[src/rtl/load_unit.sv]
// RV32I load unit: one word-aligned read per load, then lane extract and extend.
// Optional build macro MISALIGN_TRAP_EN traps misaligned LH/LHU/LW at accept.
module load_unit #(
  parameter int TIMEOUT = 255
) (
  input  logic        clk,
  input  logic        rst,
  input  logic        flush,
  input  logic        req_valid,
  output logic        req_ready,
  input  logic [31:0] req_addr,
  input  logic [2:0]  req_funct3,
  input  logic [4:0]  req_rd,
  output logic        mem_rd_en,
  output logic [31:0] mem_addr,
  input  logic [31:0] mem_rdata,
  input  logic        mem_rvalid,
  output logic        wb_valid,
  output logic [4:0]  wb_rd,
  output logic [31:0] wb_data,
  output logic        fault,
  output logic [31:0] fault_addr
);

  localparam int CW   = (TIMEOUT > 1) ? $clog2(TIMEOUT + 1) : 1;
  localparam int TLIM = (TIMEOUT == 0) ? 0 : TIMEOUT - 1;

  typedef enum logic [2:0] {IDLE, REQ, WAIT, RESP, FAULT, DRAIN} stateE;

  stateE         state;
  logic [31:0]   addrQ;
  logic [2:0]    funct3Q;
  logic [4:0]    rdQ;
  logic [CW-1:0] cnt;
  logic          rdEnQ, wbValidQ, faultQ;
  logic          illegal, misalign, tHit;

  function automatic logic [31:0] extract(input logic [31:0] d, input logic [1:0] lane,
                                          input logic [2:0] f3);
    logic [7:0]  b;
    logic [15:0] h;
    b = d[{lane, 3'b000} +: 8];
    h = d[{lane[1], 4'b0000} +: 16];
    case (f3)
      3'b000:  return {{24{b[7]}}, b};
      3'b001:  return {{16{h[15]}}, h};
      3'b100:  return {24'b0, b};
      3'b101:  return {16'b0, h};
      default: return d;
    endcase
  endfunction

  assign illegal = (req_funct3 == 3'b011) || (req_funct3[2:1] == 2'b11);
`ifdef MISALIGN_TRAP_EN
  assign misalign = ((req_funct3[1:0] == 2'b01) && req_addr[0]) ||
                    ((req_funct3 == 3'b010) && (req_addr[1:0] != 2'b00));
`else
  assign misalign = 1'b0;
`endif

  assign tHit = (TIMEOUT != 0) && (cnt == CW'(TLIM));

  assign req_ready = (state == IDLE) && !flush;
  assign mem_rd_en = rdEnQ;
  // Strobes are registered on state entry; a kill in the strobe cycle masks them.
  assign wb_valid  = wbValidQ && !flush;
  assign fault     = faultQ && !flush;

  always_ff @(posedge clk) begin
    if (rst) begin
      state      <= IDLE;
      addrQ      <= '0;
      funct3Q    <= '0;
      rdQ        <= '0;
      cnt        <= '0;
      rdEnQ      <= 1'b0;
      wbValidQ   <= 1'b0;
      faultQ     <= 1'b0;
      mem_addr   <= '0;
      wb_rd      <= '0;
      wb_data    <= '0;
      fault_addr <= '0;
    end else begin
      rdEnQ    <= 1'b0;
      wbValidQ <= 1'b0;
      faultQ   <= 1'b0;
      case (state)
        IDLE: if (req_valid && req_ready) begin
          addrQ   <= req_addr;
          funct3Q <= req_funct3;
          rdQ     <= req_rd;
          if (illegal || misalign) begin
            state      <= FAULT;
            faultQ     <= 1'b1;
            fault_addr <= req_addr;
          end else begin
            state    <= REQ;
            rdEnQ    <= 1'b1;
            mem_addr <= {req_addr[31:2], 2'b00};
          end
        end
        REQ: begin
          cnt   <= '0;
          state <= flush ? DRAIN : WAIT;
        end
        WAIT: begin
          if (mem_rvalid) begin
            if (flush) begin
              state <= IDLE;
            end else begin
              wb_data  <= extract(mem_rdata, addrQ[1:0], funct3Q);
              wb_rd    <= rdQ;
              wbValidQ <= 1'b1;
              state    <= RESP;
            end
          end else if (flush) begin
            // Drain gets a fresh timeout budget for the read still in flight.
            cnt   <= '0;
            state <= tHit ? IDLE : DRAIN;
          end else if (tHit) begin
            state      <= FAULT;
            faultQ     <= 1'b1;
            fault_addr <= addrQ;
          end else begin
            cnt <= cnt + 1'b1;
          end
        end
        RESP:  state <= IDLE;
        FAULT: state <= IDLE;
        DRAIN: begin
          if (mem_rvalid || tHit) state <= IDLE;
          else                    cnt   <= cnt + 1'b1;
        end
        default: state <= IDLE;
      endcase
    end
  end

endmodule

[config.mk]
export PLATFORM = sky130hd
export DESIGN_NAME = load_unit
export DESIGN_NICKNAME = d
export VERILOG_FILES = /design/src/rtl/load_unit.sv
export SDC_FILE = /design/constraint.sdc
export NUM_CORES = 1
export LEC_CHECK = 0
export CORE_MARGIN = 3
export CORE_UTILIZATION = 48
export DETAILED_ROUTE_END_ITERATION = 12
export PLACE_DENSITY = 0.85
export REMOVE_ABC_BUFFERS = 1
export SETUP_SLACK_MARGIN = 0.3
export SLEW_MARGIN = 10
export SYNTH_ARGS = -nofsm -noshare
export SYNTH_HDL_FRONTEND = slang
export SYNTH_SLANG_ARGS = --single-unit
[constraint.sdc]
create_clock -name clk -period 2.6 [get_ports clk]
set_input_delay 0.26 -clock clk [delete_from_list [all_inputs] [get_ports clk]]
set_output_delay 0.26 -clock clk [all_outputs]
set_load 0.05 [all_outputs]
; ---- Yosys cells after proc, flatten, opt, wreduce, memory -nomap -nowiden
; Index checks and enable logic that the tools add are counted.
[classes]
n_mux = 30
addsub = 1
shift = 2
n_bitwise = 6
n_eq_ne = 18
reduce_logical = 19
[op_table]
columns = cell, n
row1 = $mux W32, 5
row2 = $pmux W32 S4, 1
row3 = $pmux W32 S2, 1
row4 = $mux W8, 4
row5 = $shiftx A32 B6 Y16, 1
row6 = $shiftx A32 B6 Y8, 1
row7 = $mux W3, 8
row8 = $pmux W8 S3, 1
row9 = $ne A2 B2 Y1 const B, 6
row10 = $pmux W3 S4, 1
row11 = $eq A3 B3 Y1 const B, 3
row12 = $reduce_and A3 Y1, 3
row13 = $add A8 B1 Y8 const B, 1
row14 = $eq A8 B8 Y1 const B, 1
row15 = $mux W1, 7
row16 = $eq A3 B1 Y1 const B, 2
row17 = $eq A3 B2 Y1 const B, 2
row18 = $logic_not A3 Y1, 2
row19 = $not A1 Y1, 6
row20 = $reduce_and A6 Y1, 1
row21 = $reduce_or A3 Y1, 2
row22 = $logic_and A1 B1 Y1, 4
row23 = $ne A4 B4 Y1 const B, 1
row24 = $reduce_and A4 Y1, 1
row25 = 10 further kinds, 11
[word_totals]
ff_bits = 153
output_inout_bits = 105
in_bits = 77
elab_cells = 88

; ---- Logic depth before layout (Yosys ltp)
[depth]
depth_word = 5
depth_mapped = 9
mapped_depth_nobuf = 7

; ---- Worst setup path after synthesis
; OpenSTA, ideal clock, no wires.
[synth_path]
path_kind = register to register
startpoint = register state[0]
endpoint = register mem_addr[10]
synth_period_minus_slack_ns = 3.161
t_arrival_ns = 3.029
setup_time_ns = 0.132
n_path_buf = 3
required_time_ns = 2.468
path_slack_ns = -0.561
path_stages_with_launch = 9
cell_sequence = dfxtp_1 -> buf_2 -> nor4_1 -> and2_1 -> clkbuf_1 -> nand2_1 -> clkbuf_1 -> nand2_1 -> a21oi_1
[synth_via]
elab_chain_cells = 4
[synth_lines]
columns = item, line
row1 = start: declaration, 30  ; stateE state;
row2 = start signal: assignment, 104  ; state <= flush ? DRAIN : WAIT;
row3 = start signal: assignment, 119  ; state <= tHit ? IDLE : DRAIN;
row4 = $logic_not A3 Y1, 63  ; assign req_ready = (state == IDLE) && !flush;
row5 = $logic_and A1 B1 Y1, 63
row6 = via req_ready, 10  ; output logic req_ready,
row7 = $logic_and A1 B1 Y1, 88  ; IDLE: if (req_valid && req_ready) begin
row8 = $reduce_and A3 Y1 (no line), --
row9 = end signal: assignment, 99  ; mem_addr <= {req_addr[31:2], 2'b00};
row10 = end: declaration, 15  ; output logic [31:0] mem_addr,
; The timed path passes the listed nets, and every way through them passes these cells.
; A chain may end at the register's enable or synchronous reset.

; ---- Worst setup path after layout
[layout_path]
startpoint = register state[1]
endpoint = register fault_addr[5]
[layout_via]
elab_chain_cells = 5
word_cells_on_any_way = 12
cone_classes = 6 x eq/ne / 1 x mux / 5 x reduce/logical
[layout_lines]
columns = item, line
row1 = $logic_not A3 Y1, "63, 87"
row2 = $logic_and A1 B1 Y1, 63
row3 = $logic_and A1 B1 Y1, 88
row4 = $ne A2 B1 Y1 (no line), --
row5 = $reduce_and A6 Y1 (no line), --
row6 = end signal: assignment, 95  ; fault_addr <= req_addr;
row7 = end signal: assignment, 123  ; fault_addr <= addrQ;
row8 = end: declaration, 22  ; output logic [31:0] fault_addr
; Several ways; a longest one is shown, not always the timed one.

==> qor.csv <==
stage,metric,value,unit
status,result of the run,completed,
layout,area of all placed cells without fillers,9050,µm²
yosys,average instance area after synthesis,7.85,µm²
floorplan,y dimension of the die,122,µm
setup_path,type of origin of the critical path,register,
clock_tree,number of buffers between clock root and the deepest sink,2,
place,final estimated routing congestion in global placement,0.894,
timing,endpoints failing hold,0,
yosys,Post-Synth XOR/XNOR Area,0.136,%
clock_tree,Max H-tree Level,4,
pwr,leakage power figure,3.12,nW
pwr,fraction of power consumed by sequential logic,40.2,%
layout,share of final-layout standard cells stronger than drive strength 1,7.89,%
clock_tree,# clock sinks,153,
yosys,part of the Yosys area used for sequential elements,47.4,%
routing,Pre-Repair DR Iteration Count,5,
min_path,worst hold path depth,2,
routing,via/cell ratio,5.40,
floorplan,horizontal extent of the die,122,µm
run,Max-Cap Viols,0,
clock_tree,Setup Buffers After CTS,0,
place,DP Worst Slack,0.134,ns
routing,DRC Markers,0,
timing,RSZ-0062 raised after global routing,no,
pwr,Comb power frac,16.1,%
timing,count of final max-slew check failures,0,
place,count of input and output buffers,179,
place,placement-stage cell area,8390,µm²
setup_path,source of the critical timing path,state[1],
routing,post-detailed-route count of antenna-violating nets,0,
yosys,mux share of post-synthesis cell area,2.59,%
yosys,Mapped Cells,823,
pwr,Clock Power Share,43.7,%
layout,number of inserted diodes,0,
setup_path,critical path arrival,2.44,ns
yosys,"EDFF count, synth",0,
timing,slew of the pin with the lowest slew margin,0.576,ns
pwr,internal power contribution,4.58,mW
setup_path,element type at the critical path end,register,
yosys,Post-Synth Simple-Gate Area,24.9,%
global_routing,first-pass GRT wire length,29400,µm
floorplan,FP Rows,41,
setup_path,largest driver fanout on the critical path,60,
pwr,final total power,6.27,mW
timing,post-route clock period utilization,81.7,%
yosys,dominant combinational cell family by area after synthesis,simple AND/OR/NAND/NOR gates,
clock_tree,number of clock buffers inserted by TritonCTS,17,
global_routing,global-route congestion overflow total,0,
yosys,post-synthesis compound-gate area fraction,19.4,%
floorplan,number of ports placed on the die boundary,182,
floorplan,core footprint,12900,µm²
timing,Slew headroom,61.6,%
routing,number of DRC markers in iteration 0,493,
layout,final core utilization,70.3,%
setup_path,Critical Setup Path Class,register to register,
min_path,hold crit path type,input port to register,
yosys,ys flop type,sky130_fd_sc_hd__dfxtp_1,
clock_tree,clock tree from TritonCTS,built,
global_routing,maximum number of pins on one net before global-route repair,131,
routing,Via Count,6266,
setup_path,Worst R2R Path Depth,6,
yosys,number of synthesis warnings,0,
setup_path,worst r2r src,state[1],
pwr,pwr dens,693,nW/µm²
routing,routed length per placed instance,15.8,µm
pwr,net switching power,1.70,mW
timing,Max Clk Rate,471,MHz
place,HPWL Detailed,12000,µm
timing,final worst slack,0.476,ns
timing,shortest period the worst path allows,2.12,ns
yosys,synthesis-stage register bit count,153,
layout,final instance count without filler cells,1160,
global_routing,GRT Total Usage,24.7,%
setup_path,WP data required,2.91,ns
place,number of cells after detailed placement,1128,
clock_tree,cts repair resizes,0,
clock_tree,clock-pin slew on the worst setup and hold paths,0.06,ns
floorplan,die footprint,14900,µm²
yosys,number of distinct library cell variants in the gate-level netlist after synthesis,52,
setup_path,FF-to-FF End,fault_addr[5],
routing,total detailed-routing wirelength,18300,µm
floorplan,initial core utilization,50.2,%
yosys,adder and majority gate portion of the synthesized area,0.387,%
global_routing,antenna violations before repair,1,
clock_tree,Hold Buf Count CTS,0,
pwr,switching share of power,27.0,%
setup_path,worst setup path endpoint,fault_addr[5],
pwr,peak ir drop on the vdd network,436,µV
yosys,"Cell Area, Synth",6460,µm²
timing,Final setup violation count,0,
global_routing,via count of the first global-routing pass,5868,
clock_tree,insertion delay to the later sink of the worst-skew pair,0.43,ns
layout,Final nets,1054,
clock_tree,clock root buffer,sky130_fd_sc_hd__clkbuf_16,
timing,skew final,0.0126,ns
layout,area delta synth->final,40.1,%
setup_path,minimum setup slack among reg-to-reg paths,0.48,ns
yosys,async set or reset register ratio after synthesis,0,%
## kinds of logic (layout without fill, tap and decap cells)
group,count (synthesis),after routing
simple gates,383,383
compound gates,196,196
flops,153,153
buf+inv,73,237
mux,14,14
fa+ha+maj,2,2
other cells,1,2
xor+xnor,1,1
## per-stage QoR
| stage | hold WS [ns] | TNS, ns |
|---|---|---|
| 6_report | 0.194 | 0 |
| 5_1_grt | 0.197 | 0 |
| 4_1_cts | 0.178 | 0 |
| 3_5_place_dp | 0.444 | 0 |
| 2_1_floorplan | 0.329 | -96.38 |
| 3_3_place_gp | 0.439 | 0 |
## synth_stat cells (2+ instances only)
cell type | number | area, µm²
sky130_fd_sc_hd__nand3_1 | 2 | 10.0
sky130_fd_sc_hd__a311oi_1 | 32 | 280
sky130_fd_sc_hd__nor4b_1 | 2 | 17.5
sky130_fd_sc_hd__ha_1 | 2 | 25.0
sky130_fd_sc_hd__a221o_1 | 2 | 20.0
sky130_fd_sc_hd__nor2_1 | 70 | 263
sky130_fd_sc_hd__clkbuf_1 | 43 | 161
sky130_fd_sc_hd__inv_1 | 4 | 15.0
sky130_fd_sc_hd__mux2_2 | 12 | 135
sky130_fd_sc_hd__a21boi_0 | 2 | 15.0
sky130_fd_sc_hd__a21o_1 | 2 | 15.0
sky130_fd_sc_hd__nand3b_1 | 7 | 52.6
sky130_fd_sc_hd__or3_1 | 4 | 25.0
sky130_fd_sc_hd__nand2_1 | 260 | 976
sky130_fd_sc_hd__buf_4 | 6 | 45.0
sky130_fd_sc_hd__a211oi_1 | 24 | 180
sky130_fd_sc_hd__o221ai_1 | 7 | 61.3
sky130_fd_sc_hd__nor2b_1 | 9 | 56.3
sky130_fd_sc_hd__nor4_1 | 2 | 12.5
sky130_fd_sc_hd__and2_1 | 2 | 12.5
sky130_fd_sc_hd__nand2b_1 | 8 | 50.1
sky130_fd_sc_hd__nand4_1 | 3 | 18.8
sky130_fd_sc_hd__o21a_1 | 2 | 15.0
sky130_fd_sc_hd__o22ai_1 | 3 | 18.8
sky130_fd_sc_hd__o21ai_0 | 14 | 70.1
sky130_fd_sc_hd__a21oi_1 | 99 | 495
sky130_fd_sc_hd__buf_2 | 15 | 75.1
sky130_fd_sc_hd__and3_1 | 2 | 12.5
sky130_fd_sc_hd__o211ai_1 | 2 | 15.0
sky130_fd_sc_hd__dfxtp_1 | 153 | 3060
sky130_fd_sc_hd__nor3_1 | 4 | 20.0
sky130_fd_sc_hd__buf_6 | 2 | 22.5
sky130_fd_sc_hd__buf_1 | 3 | 11.3
## state kept, by name (all words and copies together) (netlist names)
| name | cells |
|---|---|
| addrQ | 32 |
| cnt | 8 |
| faultQ | 1 |
| fault_addr | 32 |
| funct3Q | 3 |
| mem_addr | 30 |
| mem_rd_en | 1 |
| rdQ | 5 |
| state | 3 |
| wbValidQ | 1 |
| wb_data | 32 |
| wb_rd | 5 |
## power by group through the flow
| stage | sequential (mW) | clock [mW] | combinational [mW] |
|---|---|---|---|
| 2_1_floorplan | 2.81 | 0 | 0.301 |
| 3_3_place_gp | 2.56 | 0 | 0.995 |
| 3_5_place_dp | 2.57 | 0 | 1.00 |
| 4_1_cts | 2.52 | 2.77 | 1.01 |
| 5_1_grt | 2.53 | 2.87 | 1.08 |
| 6_report | 2.52 | 2.74 | 1.01 |
## critical path: stages (launching register included)
cell,delay [ns]
sky130_fd_sc_hd__dfxtp_2,0.41
sky130_fd_sc_hd__or4b_1,0.56
sky130_fd_sc_hd__nor2_1,0.15
sky130_fd_sc_hd__o211a_2,0.22
sky130_fd_sc_hd__buf_12,0.25
sky130_fd_sc_hd__nor2_1,0.09
sky130_fd_sc_hd__a311oi_1,0.31
## worst min path at each step
| stage | slack (ns) | end | startpoint |
|---|---|---|---|
| after CTS | 0.18 | addrQ[0] | rst |
| final | 0.19 | wb_rd[2] | rst |
| after global routing | 0.20 | wb_rd[2] | rst |
| after floorplan | 0.33 | addrQ[0] | rst |
| after detailed placement | 0.44 | wb_rd[0] | rdQ[0] |
| after global placement | 0.44 | wb_rd[4] | rdQ[4] |
## area by class of cell
| cell class | instances | area (µm²) |
|---|---|---|
| clock inverter | 13 | 213 |
| tap | 172 | 215 |
| clock buffer | 19 | 443 |
| inverter | 4 | 15.0 |
| timing repair buffer | 201 | 2010 |
| fill | 991 | 3830 |
| multi-input combinational | 598 | 3090 |
| sequential | 153 | 3060 |
## layer usage
layer  vias up  track usage, %  wire length, µm
met2       237            40.8             8530
met4         2            8.12              262
li1       3109               -                -
met1      2896            30.0             7750
met5         -               0                9
met3        22            8.91             1760
## cells in the final DEF (no fill, tap or decap), drive strengths merged, types with 7 or more instances in the layout
| cell type | instances |
|---|---|
| nand2 | 260 |
| clkdlybuf4s50 | 177 |
| dfxtp | 153 |
| a21oi | 99 |
| nor2 | 71 |
| a311oi | 32 |
| a211oi | 24 |
| buf | 24 |
| clkbuf | 19 |
| o21ai | 14 |
| mux2 | 12 |
| nor2b | 9 |
| nand2b | 8 |
| inv | 8 |
| nand3b | 7 |
| o221ai | 7 |
Power figures use the tool's default switching activity.
